<file path="src/rtl/price_fifo_reader_if.sv">
// price_fifo_reader_if: FIFO pop side plus delta/sum result handshake of the price reader.
interface price_fifo_reader_if #(
    parameter int WIDTH = 16,
    parameter int SUM_W = WIDTH + 5
);
    logic             fifo_empty;
    logic             fifo_rd_en;
    logic [WIDTH-1:0] fifo_dout;
    logic             out_valid;
    logic             out_ready;
    logic [WIDTH-1:0] gain;
    logic [WIDTH-1:0] loss;
    logic [SUM_W-1:0] gain_sum;
    logic [SUM_W-1:0] loss_sum;
    logic             window_full;

    modport master (
        input  fifo_empty, fifo_dout, out_ready,
        output fifo_rd_en, out_valid, gain, loss, gain_sum, loss_sum, window_full
    );

    modport slave (
        output fifo_empty, fifo_dout, out_ready,
        input  fifo_rd_en, out_valid, gain, loss, gain_sum, loss_sum, window_full
    );
endinterface

</file>
<file path="src/rtl/price_fifo_reader.sv">
// price_fifo_reader: pops prices one at a time, emits gain/loss deltas and their sliding-window sums.
module price_fifo_reader #(
    parameter int WIDTH  = 16,
    parameter int PERIOD = 14,
    parameter int SUM_W  = WIDTH + 5
) (
    input logic clk,
    input logic rst,
    price_fifo_reader_if.master bus
);
    localparam int CW = $clog2(PERIOD + 1);
    localparam int IW = $clog2(PERIOD);

    typedef enum logic [2:0] {IDLE, READ, LATCH, UPDATE, OUT} state_t;

    state_t           state;
    logic [WIDTH-1:0] cur_price;
    logic [WIDTH-1:0] prev_price;
    logic [WIDTH-1:0] d_gain;
    logic [WIDTH-1:0] d_loss;
    logic [WIDTH-1:0] gbuf [PERIOD];
    logic [WIDTH-1:0] lbuf [PERIOD];
    logic [CW-1:0]    count;
    logic [IW-1:0]    widx;
    logic             primed;
    logic             full;
    logic [SUM_W-1:0] gsum_nxt;
    logic [SUM_W-1:0] lsum_nxt;

    // Once the window is full, widx points at the oldest entry, which is retired as the new one lands.
    always_comb begin
        d_gain   = cur_price > prev_price ? cur_price - prev_price : '0;
        d_loss   = cur_price < prev_price ? prev_price - cur_price : '0;
        full     = count == CW'(PERIOD);
        gsum_nxt = bus.gain_sum + SUM_W'(d_gain) - (full ? SUM_W'(gbuf[widx]) : '0);
        lsum_nxt = bus.loss_sum + SUM_W'(d_loss) - (full ? SUM_W'(lbuf[widx]) : '0);
    end

    always_ff @(posedge clk)
        if (state == UPDATE && primed) begin
            gbuf[widx] <= d_gain;
            lbuf[widx] <= d_loss;
        end

    always_ff @(posedge clk or negedge rst)
        if (!rst) begin
            state           <= IDLE;
            bus.fifo_rd_en  <= 1'b0;
            bus.out_valid   <= 1'b0;
            bus.gain        <= '0;
            bus.loss        <= '0;
            bus.gain_sum    <= '0;
            bus.loss_sum    <= '0;
            bus.window_full <= 1'b0;
            cur_price       <= '0;
            prev_price      <= '0;
            count           <= '0;
            widx            <= '0;
            primed          <= 1'b0;
        end else begin
            case (state)
                IDLE:
                    if (!bus.fifo_empty) begin
                        bus.fifo_rd_en <= 1'b1;
                        state          <= READ;
                    end
                READ: begin
                    bus.fifo_rd_en <= 1'b0;
                    state          <= LATCH;
                end
                LATCH: begin
                    cur_price <= bus.fifo_dout;
                    state     <= UPDATE;
                end
                UPDATE: begin
                    prev_price <= cur_price;
                    if (!primed) begin
                        primed <= 1'b1;
                        state  <= IDLE;
                    end else begin
                        bus.gain        <= d_gain;
                        bus.loss        <= d_loss;
                        bus.gain_sum    <= gsum_nxt;
                        bus.loss_sum    <= lsum_nxt;
                        bus.window_full <= bus.window_full | (count == CW'(PERIOD - 1));
                        count           <= full ? count : count + 1'b1;
                        widx            <= widx == IW'(PERIOD - 1) ? '0 : widx + 1'b1;
                        bus.out_valid   <= 1'b1;
                        state           <= OUT;
                    end
                end
                OUT:
                    if (bus.out_ready) begin
                        bus.out_valid <= 1'b0;
                        state         <= IDLE;
                    end
                default: state <= IDLE;
            endcase
        end
endmodule
</file>
<file path="src/flat_wrapper.sv">
// flat-port wrapper written by rule: the top's interface ports become plain ports
module price_fifo_reader_flat 
#(
    parameter int WIDTH  = 16,
    parameter int PERIOD = 14,
    parameter int SUM_W  = WIDTH + 5
)
  (clk, rst, bus_fifo_empty, bus_fifo_dout, bus_out_ready, bus_fifo_rd_en, bus_out_valid, bus_gain, bus_loss, bus_gain_sum, bus_loss_sum, bus_window_full);
  price_fifo_reader_if #(.WIDTH(WIDTH), .SUM_W(SUM_W)) bus_i ();
  input logic clk;
  input logic rst;
  input wire logic [$bits(bus_i.fifo_empty)-1:0] bus_fifo_empty;
  input wire logic [$bits(bus_i.fifo_dout)-1:0] bus_fifo_dout;
  input wire logic [$bits(bus_i.out_ready)-1:0] bus_out_ready;
  output wire logic [$bits(bus_i.fifo_rd_en)-1:0] bus_fifo_rd_en;
  output wire logic [$bits(bus_i.out_valid)-1:0] bus_out_valid;
  output wire logic [$bits(bus_i.gain)-1:0] bus_gain;
  output wire logic [$bits(bus_i.loss)-1:0] bus_loss;
  output wire logic [$bits(bus_i.gain_sum)-1:0] bus_gain_sum;
  output wire logic [$bits(bus_i.loss_sum)-1:0] bus_loss_sum;
  output wire logic [$bits(bus_i.window_full)-1:0] bus_window_full;
  assign bus_i.fifo_empty = bus_fifo_empty;
  assign bus_i.fifo_dout = bus_fifo_dout;
  assign bus_i.out_ready = bus_out_ready;
  assign bus_fifo_rd_en = bus_i.fifo_rd_en;
  assign bus_out_valid = bus_i.out_valid;
  assign bus_gain = bus_i.gain;
  assign bus_loss = bus_i.loss;
  assign bus_gain_sum = bus_i.gain_sum;
  assign bus_loss_sum = bus_i.loss_sum;
  assign bus_window_full = bus_i.window_full;
  price_fifo_reader #(.WIDTH(WIDTH), .PERIOD(PERIOD), .SUM_W(SUM_W)) u_core (.clk(clk), .rst(rst), .bus(bus_i));
endmodule
</file>
<file path="config.mk">
export PLATFORM = sky130hd
export DESIGN_NAME = price_fifo_reader_flat
export DESIGN_NICKNAME = d
export VERILOG_FILES = /design/src/rtl/price_fifo_reader_if.sv /design/src/rtl/price_fifo_reader.sv /design/src/flat_wrapper.sv
export SDC_FILE = /design/constraint.sdc
export NUM_CORES = 1
export LEC_CHECK = 0
export ABC_AREA = 1
export ABC_CLOCK_PERIOD_IN_PS = 11410
export CORE_MARGIN = 5
export CORE_UTILIZATION = 45
export DETAILED_ROUTE_END_ITERATION = 6
export PLACE_DENSITY = 0.7
export SETUP_SLACK_MARGIN = 0.02
export SLEW_MARGIN = 20
export SYNTH_ARGS = -nofsm -noshare
export SYNTH_HDL_FRONTEND = slang
export SYNTH_SLANG_ARGS = --single-unit
</file>
<file path="constraint.sdc">
create_clock -name clk -period 11.41 [get_ports clk]
set_clock_uncertainty 0.15 [all_clocks]
set_input_delay 2.282 -clock clk [delete_from_list [all_inputs] [get_ports clk]]
set_output_delay 2.282 -clock clk [all_outputs]
set_load 0.01 [all_outputs]
</file>
* After elaboration in Yosys (flattened, before gate mapping)
Memory sizes are Yosys's and may differ from the RTL's. Cells that the tools add are included.
Operators by class: reductions and logical operators 9, equal/unequal tests 10, magnitude comparators 2, mux-type cells 16, add/sub/neg operators 8, bitwise gates (word level) 2
Operator list (number):
- 16-bit two-way mux | 4
- 21-bit by 16-bit adder with 21-bit output | 2
- 21-bit subtractor | 2
- 16-bit subtractor | 2
- 16-bit > comparator | 1
- 16-bit less-than comparator | 1
- 3-bit one-hot mux with 5 select lines | 1
- 4-bit equality test (second input constant) | 3
- 3-bit two-way mux | 3
- 4-bit by 1-bit adder with 4-bit output (second input constant) | 2
- 3-bit by 2-bit equality test with 1-bit output (second input constant) | 2
- 2-bit AND reduction | 3
- 3-bit AND reduction | 2
- 1-bit two-way mux | 5
- 4-bit two-way mux | 1
- 2-bit inequality test (second input constant) | 2
- 1-bit one-hot mux with 2 select lines | 2
- 2-bit nonzero test | 2
- 3-bit by 1-bit equality test with 1-bit output (second input constant) | 1
- 3-bit equality test (second input constant) | 1
- 3-bit zero test | 1
- 2-bit by 1-bit inequality test with 1-bit output (second input constant) | 1
- 1-bit logical AND | 1
- 1-bit inverter | 1
- 1-bit bitwise OR | 1
Storage, ports and cells: input bits 20, bits in writable memories 448, output and inout bits 77, memories 2, logic and storage cells 62, bits in registers 121
Memories:
- u_core.gbuf | words 14, bits a word 16, read ports 1, clocked after Yosys merged registers in 0, wr ports 1, RTL line price_fifo_reader.sv:21 | logic [WIDTH-1:0] gbuf [PERIOD];
- u_core.lbuf | words 14, bits a word 16, read ports 1, clocked after Yosys merged registers in 0, wr ports 1, RTL line price_fifo_reader.sv:22 | logic [WIDTH-1:0] lbuf [PERIOD];

* Longest topological paths before layout
depth after elaboration 4, depth in mapped cells 27, depth with buffers taken out 27

* Least setup slack after synthesis
OpenSTA, ideal clock, no wires.
path type register to register, start reg u_core.cur_price[0], end reg u_core.bus.loss_sum[11], library setup time 0.117 ns, cell stages (with the launch flop) 25, data required time 11.143 ns, setup slack 7.280 ns, clock period less this slack 4.130 ns, arrival 3.863 ns, path buffers 0, cells stage by stage dfrtp_1 -> inv_1 -> ha_1 -> inv_1 -> fa_1 -> nand3_1 -> nand3_1 -> nand2_1 -> nand2_1 -> nand2_4 -> nand2_8 -> nor2_1 -> inv_1 -> fa_1 -> inv_1 -> ha_1 -> nand2_1 -> inv_1 -> a21oi_1 -> nand2_1 -> nand2_1 -> nand2_1 -> or2_2 -> nand3_1 -> nand2_1
Between the ends: word-level cells in the longest chain between the ends 4, elaborated cells between the ends (all ways) 5, those cells by class 3 x add/sub; 1 x order compare; 1 x mux
RTL lines:
- start: declaration | RTL line price_fifo_reader.sv:17 | logic [WIDTH-1:0] cur_price;
- start signal: assignment | RTL line price_fifo_reader.sv:72 | cur_price <= bus.fifo_dout;
- 16-bit subtractor / 16-bit less-than comparator (equally long branches) | RTL line price_fifo_reader.sv:33 | d_loss = cur_price < prev_price ? prev_price - cur_price : '0;
- 16-bit two-way mux * | RTL line price_fifo_reader.sv:33
- net u_core.d_loss[5] | RTL line price_fifo_reader.sv:20 | logic [WIDTH-1:0] d_loss;
- 21-bit by 16-bit adder with 21-bit output * | RTL line price_fifo_reader.sv:36 | lsum_nxt = bus.loss_sum + SUM_W'(d_loss) - (full ? SUM_W'(lbuf[widx]) : '0);
- 21-bit subtractor * | RTL line price_fifo_reader.sv:36
- end signal: assignment | RTL line price_fifo_reader.sv:84 | bus.loss_sum <= lsum_nxt;
- end: declaration | RTL line price_fifo_reader_if.sv:19 | output fifo_rd_en, out_valid, gain, loss, gain_sum, loss_sum, window_full
The timed path passes the listed nets; every way through them passes the cells marked *. A chain may end at the register's enable or synchronous reset.

* Worst setup path after layout
start reg u_core.widx[0], end reg u_core.bus.loss_sum[16]
Between the ends: word-level cells in the longest chain between the ends 3
RTL lines:
- start: declaration | RTL line price_fifo_reader.sv:24 | logic [IW-1:0] widx;
- start signal: assignment | RTL line price_fifo_reader.sv:87 | widx <= widx == IW'(PERIOD - 1) ? '0 : widx + 1'b1;
- memory 14 x 16 bit
- 16-bit two-way mux | RTL line price_fifo_reader.sv:36
- 21-bit subtractor | RTL line price_fifo_reader.sv:36
Every way passes these cells.

==> flow_metrics.env <==
export IMPL_rsz0062_at_grt="no"
export IMPL_start_util_pct=45.6
export IMPL_cts_tree="done"
export IMPL_wire_per_inst_um=21.6
export IMPL_status="complete, no violations"
export IMPL_critPathLaunchType="register"
export IMPL_root_buffer="clkbuf_16"
export IMPL_syn_avg_cell_area_um2=10.4
export IMPL_grt_ovfl_total=0
export IMPL_fmax_mhz=182
export IMPL_firstDrtPassIters=6
export IMPL_grt_max_degree=76
export IMPL_timing_max_cap_violations=0
export IMPL_die_h_um=255
export IMPL_finalCriticalPeriod_ns=5.49
export IMPL_wirelength_mm=75.8
export IMPL_htree_levels=2
export IMPL_clk_path_buf_depth=3
export IMPL_cts_setup_buffers=0
export IMPL_cp_required_ns=11.75
export IMPL_fin_tns_setup_ns=0
export IMPL_setup_viol=0
export IMPL_synth_cells=2587
export IMPL_core_area_um2=59200
export IMPL_relSlewSlack_pct=21.7
export IMPL_io_buffers=96
export IMPL_hold_ws_ns=0.317
export IMPL_critPathSlowestCell="buf_4"
export IMPL_drive_above_1_share_pct=6.54
export IMPL_cts_buffers=57
export IMPL_synthToLayoutAreaGrowth_pct=14.1
export IMPL_boundaryPins=97
export IMPL_track_usage_pct=23.1
export IMPL_grt_pass1_wl_mm=115
export IMPL_viasPerCell=5.55
export IMPL_numPlacedInstances=3403
export IMPL_fp_dieW_um=255
export IMPL_yosysWarningCount=0
export IMPL_postCtsHoldBufs=0
export IMPL_async_flop_share_pct=21.3
export IMPL_worst_slew_pin_slew_ns=1.17
export IMPL_final_cells=3509
export IMPL_first_global_vias=19500
export IMPL_gp_congestion=0.915
export IMPL_ys_types=41
export IMPL_arrival_ns=5.82
export IMPL_grt_antenna_before_repair=2
export IMPL_clk_latency_ns=0.61
export IMPL_drc=0
export IMPL_dieArea_um2=65000
export IMPL_clk_pin_slew_ns=0.06
export IMPL_synth_edf_count=448
export IMPL_postRouteAntennaNets=0
export IMPL_drtIter0Drc=1875
export IMPL_synth_area_um2=27000
export IMPL_nets=2819
export IMPL_path_max_fanout=75
export IMPL_post_cts_resized=0
export IMPL_crit_chain="buf_4, inv_2, nor2_4, buf_4, a22oi_1, nand2_1, nand2_1, nand2_1, nor3_1, nor2_1, fa_1, fa_1, inv_1, nand3_1, nand3_1, nand2_1, nand2_1, nand3b_1, nand2_1, nand2_1, nand3_1, nand2_1"
export IMPL_hold_viol=0
export IMPL_critPathMostFrequentCell="nand2_1"
export IMPL_dr_total_vias=19500
export IMPL_syn_nets=2717
export IMPL_hp_class="reg2reg"
export IMPL_placed_area_um2=28900
export IMPL_fp_row_count=89
export IMPL_endpoint_kind="register"
export IMPL_critPathMaxStageDelay_ns=0.87
export IMPL_cts_sinks=569
export IMPL_hpwlAfterDp_mm=48.8
export IMPL_setup_worst_path_class="reg2reg"
export IMPL_synth_seq_cells=569
export IMPL_synth_flop_cell="edfxtp_1"
export IMPL_finalMaxSlewViolations=0
export IMPL_min_period_over_period_pct=48.1
export IMPL_ys_seq_area_share_pct=61.1
export IMPL_final_cell_area_um2=30800
-- cell usage in the layout (no fill, tap or decap), types with 79 or more instances in the layout --
master	count
clkdlybuf4s50_1	95
inv_1	332
edfxtp_1	448
nand3_1	92
a21oi_1	97
o21ai_0	79
nand2_1	666
a22oi_1	192
dfrtp_1	121
nor2_1	178
-- flip-flops by register name, indices dropped and copies added (netlist names) --
register,count
u_core.bus.gain_sum,21
u_core.bus.gain,16
u_core.count,4
u_core.prev_price,16
u_core.gbuf,224
u_core.bus.fifo_rd_en,1
u_core.bus.loss_sum,21
u_core.bus.window_full,1
u_core.lbuf,224
u_core.primed,1
u_core.bus.loss,16
u_core.bus.out_valid,1
u_core.widx,4
u_core.state,3
u_core.cur_price,16
-- critical path, delay by kind of cell (launching register included) --
kind	cells	cell delay (ns)
buf+inv	4	1.46
flops	1	0.60
fa+ha+maj	2	0.95
simple gates	15	1.90
compound gates	1	0.16
-- kinds of logic after synthesis --
| family | count (synthesis) | share of synthesized area, % |
|---|---|---|
| and+or+nand+nor | 1062 | 16.5 |
| DFF | 569 | 61.1 |
| buffers and inverters | 427 | 6.19 |
| AOI/OAI and AO/OA | 385 | 9.10 |
| adders and majority gates | 110 | 6.05 |
| xor gates and xnor gates | 33 | 1.07 |
| muxes | 1 | 0.0417 |
-- cells in the mapped netlist, types with 2 or more instances --
cell | instances | share of area, %
nor3_1 | 36 | 0.67
and2_1 | 3 | 0.070
o21bai_1 | 7 | 0.19
nand4_1 | 22 | 0.51
buf_4 | 9 | 0.25
nand2_2 | 2 | 0.046
nand2_8 | 2 | 0.15
nor2_4 | 14 | 0.58
nand3_1 | 93 | 1.7
inv_1 | 332 | 4.6
xnor2_1 | 11 | 0.36
or2_2 | 6 | 0.14
a21oi_1 | 97 | 1.8
xor2_1 | 22 | 0.71
and3_1 | 2 | 0.046
nor2_1 | 196 | 2.7
buf_1 | 16 | 0.22
ha_1 | 76 | 3.5
o21ai_0 | 79 | 1.5
a22oi_1 | 192 | 5.3
nand3b_1 | 16 | 0.45
fa_1 | 34 | 2.5
o22ai_1 | 2 | 0.046
clkbuf_1 | 36 | 0.50
edfxtp_1 | 448 | 50
nand2_1 | 666 | 9.3
buf_2 | 28 | 0.52
nor2_2 | 3 | 0.070
dfrtp_1 | 121 | 11
inv_2 | 5 | 0.070
-- per-stage QoR --
| step | utilization, % | setup slack [ns] |
|---|---|---|
| floorplan | - | 7.28 |
| global placement | 48.8 | 6.10 |
| detailed placement | 48.8 | 5.99 |
| CTS | 52.0 | 5.96 |
| global route | 52.0 | 5.53 |
| finish | 52.0 | 5.92 |
-- layout make-up --
cell class	count	area, um2
antenna	1	2.50
timing repair buffer	132	1250
multi-input combinational	1591	8960
inverter	338	1270
tap	773	967
sequential	569	16500
clock buffer	72	1580
clock inverter	33	284
fill	5231	28500
-- worst paths after layout --
kind	startpoint	endpoint	slack, ns	cells past startpoint
max in group asynchronous	rst	u_core.bus.gain[11]$_DFFE_PN0P_	8.38	2
worst max-delay path	u_core.widx[0]$_DFFE_PN0P_	u_core.bus.loss_sum[16]$_DFFE_PN0P_	5.92	22
worst max register to register	u_core.widx[0]$_DFFE_PN0P_	u_core.bus.loss_sum[16]$_DFFE_PN0P_	5.92	22
min in group asynchronous	rst	u_core.bus.gain_sum[14]$_DFFE_PN0P_	1.54	1
worst min-delay path	u_core.bus.window_full$_DFFE_PN0P_	u_core.bus.window_full$_DFFE_PN0P_	0.32	1
worst min register to register	u_core.bus.window_full$_DFFE_PN0P_	u_core.bus.window_full$_DFFE_PN0P_	0.32	1
-- metal layers --
| metal | vias to the layer above | GRT usage (%) | wire (um) |
|---|---|---|---|
| li1 | 8933 | - | - |
| met1 | 9518 | 30.0 | 30500 |
| met2 | 837 | 38.4 | 36000 |
| met3 | 173 | 4.68 | 6180 |
| met4 | 2 | 9.32 | 3220 |
| met5 | - | 0 | 21 |
Power is left out: the tool's default activity adds up to more than one toggle a clock period on the data nets, which glitch-free logic cannot reach.
